## src/rtl/regfile_scoreboard_pkg.sv

```systemverilog
// Shared sizing helpers and defaults for the register file / reservation scoreboard.
// Latency: n/a (package only).
// Backpressure: n/a (package only).
// Optional feature macro used by regfile_scoreboard: REGFILE_BYPASS_EN.
package regfile_scoreboard_pkg;

  localparam int NREG_DEFAULT    = 4;
  localparam int WIDTH_DEFAULT   = 32;
  localparam int NRD_DEFAULT     = 2;
  localparam int MAXPEND_DEFAULT = 3;

  // Register-index width; a single-register file still gets a 1-bit index.
  function automatic int idx_width(input int nreg);
    return (nreg > 1) ? $clog2(nreg) : 1;
  endfunction

  // Reservation counter width, wide enough to hold maxpend itself.
  function automatic int cnt_width(input int maxpend);
    return $clog2(maxpend + 1);
  endfunction

endpackage

```

## src/rtl/regfile_scoreboard_entry.sv

```systemverilog
// One architectural register: data word plus its outstanding-reservation counter.
// Latency: write and count changes are visible one cycle after the strobe.
// Backpressure: none here; the parent only raises inc when the counter has room.
//
// Ports:
//   clk, rst            clock, synchronous active-low reset
//   we_i, wdata_i       write-back strobe and data for this register
//   inc_i, dec_i        reservation accepted / pending writer retired this cycle
//   data_o, cnt_o       registered data and reservation count
//   pend_o              count != 0
module regfile_scoreboard_entry
  import regfile_scoreboard_pkg::*;
#(
  parameter int WIDTH = WIDTH_DEFAULT,
  parameter int CW    = cnt_width(MAXPEND_DEFAULT)
) (
  input  logic             clk,
  input  logic             rst,
  input  logic             we_i,
  input  logic [WIDTH-1:0] wdata_i,
  input  logic             inc_i,
  input  logic             dec_i,
  output logic [WIDTH-1:0] data_o,
  output logic [CW-1:0]    cnt_o,
  output logic             pend_o
);

  logic [WIDTH-1:0] data_q, data_d;
  logic [CW-1:0]    cnt_q, cnt_d;

  always_comb begin
    data_d = data_q;
    cnt_d  = cnt_q;
    if (we_i) begin
      data_d = wdata_i;
    end
    // A simultaneous reserve and retire cancel out.
    if (inc_i && !dec_i) begin
      cnt_d = cnt_q + CW'(1);
    end else if (dec_i && !inc_i) begin
      cnt_d = cnt_q - CW'(1);
    end
  end

  always_ff @(posedge clk) begin
    if (!rst) begin
      data_q <= '0;
      cnt_q  <= '0;
    end else begin
      data_q <= data_d;
      cnt_q  <= cnt_d;
    end
  end

  assign data_o = data_q;
  assign cnt_o  = cnt_q;
  assign pend_o = (cnt_q != '0);

endmodule

```

## src/rtl/regfile_scoreboard.sv

```systemverilog
// Register file with per-register counted write reservations, RAW hazard and stall generation.
// Latency: reads combinational; reservations/write-backs visible the cycle after the strobe.
// Backpressure: rsv_stall refuses a reservation on a saturated counter; requester holds and retries.
//
// Optional feature: define REGFILE_BYPASS_EN to forward same-cycle write-back data onto
// matching read ports and to drop the hazard when that write retires the last pending writer.
//
// Ports:
//   clk, rst               clock, synchronous active-low reset
//   rd_valid, rd_idx       per-port read request and packed indices (port 0 in LSBs)
//   rd_data                packed read data (port 0 in LSBs), combinational
//   hazard                 a valid read port targets a register with pending reservations
//   rsv_valid, rsv_idx     reserve a destination register
//   rsv_stall              reservation refused this cycle
//   wb_valid, wb_idx, wb_data  write-back strobe, register and data
//   pend                   per-register "count != 0"
//   wb_err                 sticky: a write-back hit a register with no reservation
module regfile_scoreboard
  import regfile_scoreboard_pkg::*;
#(
  parameter int NREG    = NREG_DEFAULT,
  parameter int WIDTH   = WIDTH_DEFAULT,
  parameter int NRD     = NRD_DEFAULT,
  parameter int MAXPEND = MAXPEND_DEFAULT,
  localparam int IW     = idx_width(NREG)
) (
  input  logic                 clk,
  input  logic                 rst,
  input  logic [NRD-1:0]       rd_valid,
  input  logic [NRD*IW-1:0]    rd_idx,
  output logic [NRD*WIDTH-1:0] rd_data,
  output logic                 hazard,
  input  logic                 rsv_valid,
  input  logic [IW-1:0]        rsv_idx,
  output logic                 rsv_stall,
  input  logic                 wb_valid,
  input  logic [IW-1:0]        wb_idx,
  input  logic [WIDTH-1:0]     wb_data,
  output logic [NREG-1:0]      pend,
  output logic                 wb_err
);

  localparam int             CW      = cnt_width(MAXPEND);
  localparam logic [CW-1:0]  CNT_MAX = CW'(MAXPEND);

  logic [WIDTH-1:0] data_arr [NREG];
  logic [CW-1:0]    cnt_arr  [NREG];
  logic [NREG-1:0]  pend_raw;
  logic [NRD-1:0]   rd_hit;

  // ---------------------------------------------------------------------------
  // Register entries
  // ---------------------------------------------------------------------------
  for (genvar i = 0; i < NREG; i++) begin : g_entry
    logic we, inc, dec;

    assign we  = wb_valid && (wb_idx == IW'(i));
    // Saturation is judged on the pre-edge count, so a same-cycle retire
    // does not make room for a reservation that is already being refused.
    assign inc = rsv_valid && (rsv_idx == IW'(i)) && (cnt_arr[i] < CNT_MAX);
    // A write-back with nothing outstanding still writes data but leaves the count at 0.
    assign dec = we && (cnt_arr[i] != '0);

    regfile_scoreboard_entry #(
      .WIDTH (WIDTH),
      .CW    (CW)
    ) u_entry (
      .clk     (clk),
      .rst     (rst),
      .we_i    (we),
      .wdata_i (wb_data),
      .inc_i   (inc),
      .dec_i   (dec),
      .data_o  (data_arr[i]),
      .cnt_o   (cnt_arr[i]),
      .pend_o  (pend_raw[i])
    );
  end

  // ---------------------------------------------------------------------------
  // Read muxes and per-port hazard terms
  // ---------------------------------------------------------------------------
  for (genvar p = 0; p < NRD; p++) begin : g_rd
    logic [IW-1:0] sel;
    logic          pending;

    assign sel     = rd_idx[p*IW +: IW];
    assign pending = (cnt_arr[sel] != '0);

`ifdef REGFILE_BYPASS_EN
    logic fwd;
    assign fwd = wb_valid && (wb_idx == sel);
    assign rd_data[p*WIDTH +: WIDTH] = fwd ? wb_data : data_arr[sel];
    // The forwarded write is the only one outstanding, so the value on the
    // port is already final and the reader need not wait.
    assign rd_hit[p] = rd_valid[p] && pending && !(fwd && (cnt_arr[sel] == CW'(1)));
`else
    assign rd_data[p*WIDTH +: WIDTH] = data_arr[sel];
    assign rd_hit[p] = rd_valid[p] && pending;
`endif
  end

  // Status outputs are held quiet while reset is asserted, even before the
  // first reset edge has cleared the counters.
  assign hazard    = rst && (|rd_hit);
  assign rsv_stall = rst && rsv_valid && (cnt_arr[rsv_idx] == CNT_MAX);
  assign pend      = rst ? pend_raw : '0;

  // ---------------------------------------------------------------------------
  // Sticky protocol error: write-back to a register nobody reserved
  // ---------------------------------------------------------------------------
  logic wb_err_q, wb_err_d;

  assign wb_err_d = wb_err_q | (wb_valid && (cnt_arr[wb_idx] == '0));

  always_ff @(posedge clk) begin
    if (!rst) begin
      wb_err_q <= 1'b0;
    end else begin
      wb_err_q <= wb_err_d;
    end
  end

  assign wb_err = wb_err_q;

endmodule

```

## config.mk

```make
export PLATFORM = sky130hd
export DESIGN_NAME = regfile_scoreboard
export DESIGN_NICKNAME = d
export VERILOG_FILES = /design/src/rtl/regfile_scoreboard_pkg.sv /design/src/rtl/regfile_scoreboard_entry.sv /design/src/rtl/regfile_scoreboard.sv
export SDC_FILE = /design/constraint.sdc
export NUM_CORES = 1
export LEC_CHECK = 0
export ABC_CLOCK_PERIOD_IN_PS = 3300
export BUFFER_PORTS_ARGS = -buffer_cell sky130_fd_sc_hd__buf_2
export CORE_ASPECT_RATIO = 0.8
export CORE_MARGIN = 2
export CORE_UTILIZATION = 30
export DETAILED_ROUTE_END_ITERATION = 8
export HOLD_SLACK_MARGIN = 0.1
export PLACE_DENSITY_LB_ADDON = 0.05
export REMOVE_ABC_BUFFERS = 1
export SYNTH_ARGS = -nofsm -noshare
export SYNTH_HDL_FRONTEND = slang
export SYNTH_SLANG_ARGS = --single-unit
```

## constraint.sdc

```tcl
create_clock -name clk -period 3.3 [get_ports clk]
set_input_delay 0.66 -clock clk [delete_from_list [all_inputs] [get_ports clk]]
set_output_delay 0.66 -clock clk [all_outputs]
set_load 0.01 [all_outputs]
```

After elaboration in Yosys (flattened, before gate mapping). Index checks and enable logic that the tools add are counted.

Logic and storage cells: 116. Output and inout bits: 71. Register bits: 137.

Reductions and logical operators: 52. $add $sub $neg: 8. Bitwise operators: 5. $lt $le $gt $ge: 8. Muxes and demuxes: 27. Equality and inequality tests: 7.

Operator list (number): 32-bit binary-select mux with 2-bit select (2); 32-bit 2-to-1 mux (4); 2-bit 2-to-1 mux (16); 1-bit logical AND (30); 2-bit nonzero test (10); 2-bit binary-select mux with 2-bit select (4); 3-bit >= comparator, second input constant (4); 2-bit inverter with 3-bit output (4); 2-bit equality test, second input constant (5); 2-bit by 1-bit adder with 2-bit output, second input constant (4); 1-bit zero test (8); 2-bit less-than comparator, second input constant (4); 2-bit by 1-bit subtractor with 2-bit output, second input constant (4); 2-bit zero test (3); 2-bit by 1-bit equality test with 1-bit output, second input constant (2); 4-bit 2-to-1 mux (1); 2-bit OR reduction (1); 1-bit OR (1).

Longest topological paths before layout.
Depth after elaboration: 8. Mapped depth: 9. Depth with buffers taken out: 7.

Cells and area by module. From an unflattened synthesis, not the netlist that was laid out.

Cells, all modules: 586. Area, all modules: 7115.6 um^2.

By module, submodules not included: regfile_scoreboard_entry (area an instance 1305.0 um^2, cells an instance 114, instances 4); regfile_scoreboard (area an instance 1895.6 um^2, cells an instance 130, instances 1).

Least setup slack after synthesis. Ideal clock, no wire load.

Kind: in2out. Start: in rd_idx[0]. End: out rd_data[0]. Required time: 2640 ps. Arrival time: 1596 ps. Stages on the path: 3. Path buffers: 2. Path slack: 1044 ps. Cells stage by stage: buf_2 buf_4 mux4_2.

Longest elaborated chain between the ends: 4.

RTL lines: from (decl) (line regfile_scoreboard.sv:30) `input logic [NRD*IW-1:0] rd_idx,`; 2-bit inverter with 3-bit output (not written as such) (line regfile_scoreboard.sv:98) `assign rd_data[p*WIDTH +: WIDTH] = data_arr[sel];`; 32-bit binary-select mux with 2-bit select (line regfile_scoreboard.sv:98); 32-bit 2-to-1 mux (not written as such) (2 in a row) (line regfile_scoreboard.sv:98); to (decl) (line regfile_scoreboard.sv:31) `output logic [NRD*WIDTH-1:0] rd_data,`.

No other way between the ends. The select of a mux whose other input is x is not followed.

Worst setup path in the final report.
Start: in rd_idx[2]. End: out rd_data[43].

The elaborated chain is that of the path after synthesis.

==> impl_metrics.tcl <==
set metrics [dict create \
    routed.top_layer "met5" \
    dieArea_mm2 0.02360 \
    cts_setup_buffers 0 \
    crit_fanout 33 \
    fmax_mhz 403.2 \
    final_antenna_net_count 0 \
    yosys.area_share.xor_xnor_pct 1.044 \
    rows 48 \
    tritoncts "done" \
    grt_max_degree 77 \
    synthSimpleGateAreaFrac_pct 17.91 \
    hp-start "g_entry[2].u_entry.data_o[14]" \
    finalCriticalPeriod_ns 2.480 \
    min_path_cells 2 \
    pin_count 117 \
    slowest_delay_ns 0.59 \
    gr-usage-all-layers_pct 18.62 \
    port_buffers 116 \
    cts_max_path_buffers 2 \
    cts_sinks 137 \
    final.setup_skew_ns 0.006391 \
    synthTopCellsByArea "dfxtp_1 (41%), mux4_2 (22%), nand2_1 (14%)" \
    ys_seq_area_share_pct 40.85 \
    first_global_vias 5533 \
    r2r-start "g_entry[0].u_entry.cnt_o[0]" \
    synth_top_area_share_pct 40.85 \
    synth_top_family_by_area "multiplexers" \
    synth_fa_ha_area_share_pct 0.7454 \
    numCtsBuffers 17 \
    vias 5641 \
    crit_path_start_kind "primary input" \
    finalCritPeriodShare_pct 75.16 \
    slowest_stage "mux4_2" \
    ys_types 33 \
    clkLatencyLatePin_ns 0.43 \
    die_y_um 137.8 \
    cts_hold_buf 0 \
    synth_warnings 0 \
    drtIter0Drc 355 \
    layout.cells.non_filler 1124 \
    hpwl_um 12620 \
    cellPowerDensity_mw_per_mm2 498.7 \
    ctsHtreeMaxLevel 4 \
    max_slew_margin_pct 42.44 \
    crit_path_frequent_cell "buf_2" \
    synth_area_mm2 0.006714 \
    path_clk_slew_ns 0.06 \
    drive_gt1_share_pct 30.74 \
    crit_required_ns 2.64 \
    layout_common_cells "nand2_1 (251), dfxtp_1 (137), a21oi_1 (125)" \
    synth_compound_area_share_pct 11.91 \
    slew_viol_final 0 \
    crit_path_end_kind "output port" \
    final_nets 860 \
    viasPerCell 5.019 \
    finalHoldViolations 0 \
    coreArea_mm2 0.02174 \
    hold_end "g_entry[2].u_entry.data_o[14]" \
    async_flop_share_pct 0 \
    maxCapViolCount 0 \
    area_growth_pct 19.59 \
    antenna_found_initial 2 \
    grt_pass1_wl_um 32570 \
    synth_edf_count 0 \
    reg2regPathDepth 5 \
    cts-resized-gates 0 \
    wl_met3_um 1314 \
    first_pass_iters 4 \
    synth_top_area_cell "dfxtp_1" \
    ys_ff_latch 137 \
    rsz0062_at_grt "false" \
    rrSetupSlack_ns 1.70 \
    hold_path_class "reg2reg" \
    die_width_um 171.3 \
    arrival_ns 1.82 \
    wirelength_um 21130 \
    postSynthAreaPerCell_um2 9.312 \
    vdd_drop_max_uv 262.6 \
    drc 0 \
    synth_mux_area_share_pct 22.14 \
    cp_cell_sequence "buf_2 > buf_12 > mux4_2 > buf_2" \
    grt_remaining_overflow 0 \
    wl_met1_um 9697 \
    status "finished clean" \
    layout_commonest_cell "nand2_1" \
    cts_root_buffer "clkbuf_16" \
    leakage_nw 2.971 \
    dp_cells 1091 \
    initial_core_util_pct 30.88 \
    gp_congestion 0.7773 \
    syn_inst 721 \
    setup_viol 0 \
    tightest_slew_ns 0.8634 \
    critPathKind "in2out" \
    tns_ns 0 \
    route.met2.wl_um 9922 \
    synthFlopType "dfxtp_1" \
    r2r_end "g_entry[0].u_entry.cnt_o[1]" \
    wl_per_cell_um 18.80 \
]
[synth_stat cells (2+ instances only)]
library cell / n
nand2_1: 251
dfxtp_1: 137
a21oi_1: 125
mux4_2: 66
buf_2: 22
clkbuf_1: 19
buf_4: 16
nor2_1: 13
nand2_2: 10
a21oi_2: 9
o21ai_0: 9
xor2_1: 8
nand3_1: 5
ha_1: 4
or3_1: 4
buf_6: 3
nand3b_1: 3
and3b_2: 2
[report_power, final]
part,leakage [nW],switching [W],internal (W)
clock,0.238,0.000781,0.000987
sequential,1.11,0.0000512,0.00172
combinational,1.62,0.000274,0.000196
total,2.97,0.00111,0.00290
[worst max-delay path by stage]
stage / startpoint / end / slack [ns] / cells after the start
2_1_floorplan: rst / pend[0] / -0.68 / 2
3_3_place_gp: rd_idx[2] / rd_data[43] / 0.80 / 4
3_5_place_dp: rd_idx[2] / rd_data[43] / 0.80 / 4
4_1_cts: rd_idx[2] / rd_data[43] / 0.79 / 4
5_1_grt: rd_idx[0] / rd_data[11] / 0.76 / 4
6_report: rd_idx[2] / rd_data[43] / 0.82 / 4
[critical path: cells and delay by family]
| kind | cells | cell delay [ns] |
|---|---|---|
| buf+inv | 3 | 0.54 |
| mux | 1 | 0.59 |
[stage by stage]
| step | util (%) | power (W) | instance area (um2) | setup slack [ns] | hold WS (ns) |
|---|---|---|---|---|---|
| finish | 36.93 | 0.004004 | 8029 | 0.8197 | 0.4660 |
| global route | 36.92 | 0.004183 | 8026 | 0.7631 | 0.4843 |
| CTS | 36.92 | 0.004057 | 8026 | 0.7919 | 0.4666 |
| detailed placement | 34.43 | 0.002280 | 7485 | 0.7989 | 0.4581 |
| global placement | 34.43 | 0.002268 | 7485 | 0.8024 | 0.4480 |
| floorplan | - | 0.002038 | 6359 | -0.6799 | 0.4429 |
[cell families after synthesis]
logic type      Yosys count
compound gates          149
xor+xnor                  8
fa+ha+maj                 4
buf+inv                  63
flops                   137
mux                      66
simple gates            294
[final cells by class]
| type | count | area, um2 |
|---|---|---|
| clock buffers | 20 | 446.7 |
| repair buffers | 131 | 743.2 |
| diodes | 1 | 2.502 |
| fillers | 2225 | 13710 |
| inverters | 2 | 10.01 |
| well taps | 300 | 375.4 |
| flip-flops and latches | 137 | 2743 |
| clock inverters | 12 | 95.09 |
| multi-input cells | 521 | 3613 |
[state kept, by name (all words and copies together) (netlist names)]
| name | cells |
|---|---|
| g_entry.u_entry.cnt_o | 8 |
| wb_err | 1 |
| g_entry.u_entry.data_o | 128 |
[metal layers]
metal  vias to the layer above  GRT usage (%)
met1                      2785          24.64
met2                       139          30.73
li1                       2697              -
met3                        18          4.510
met4                         2          4.567
met5                         -              0
Note: power is estimated with default switching activity, not from simulation.
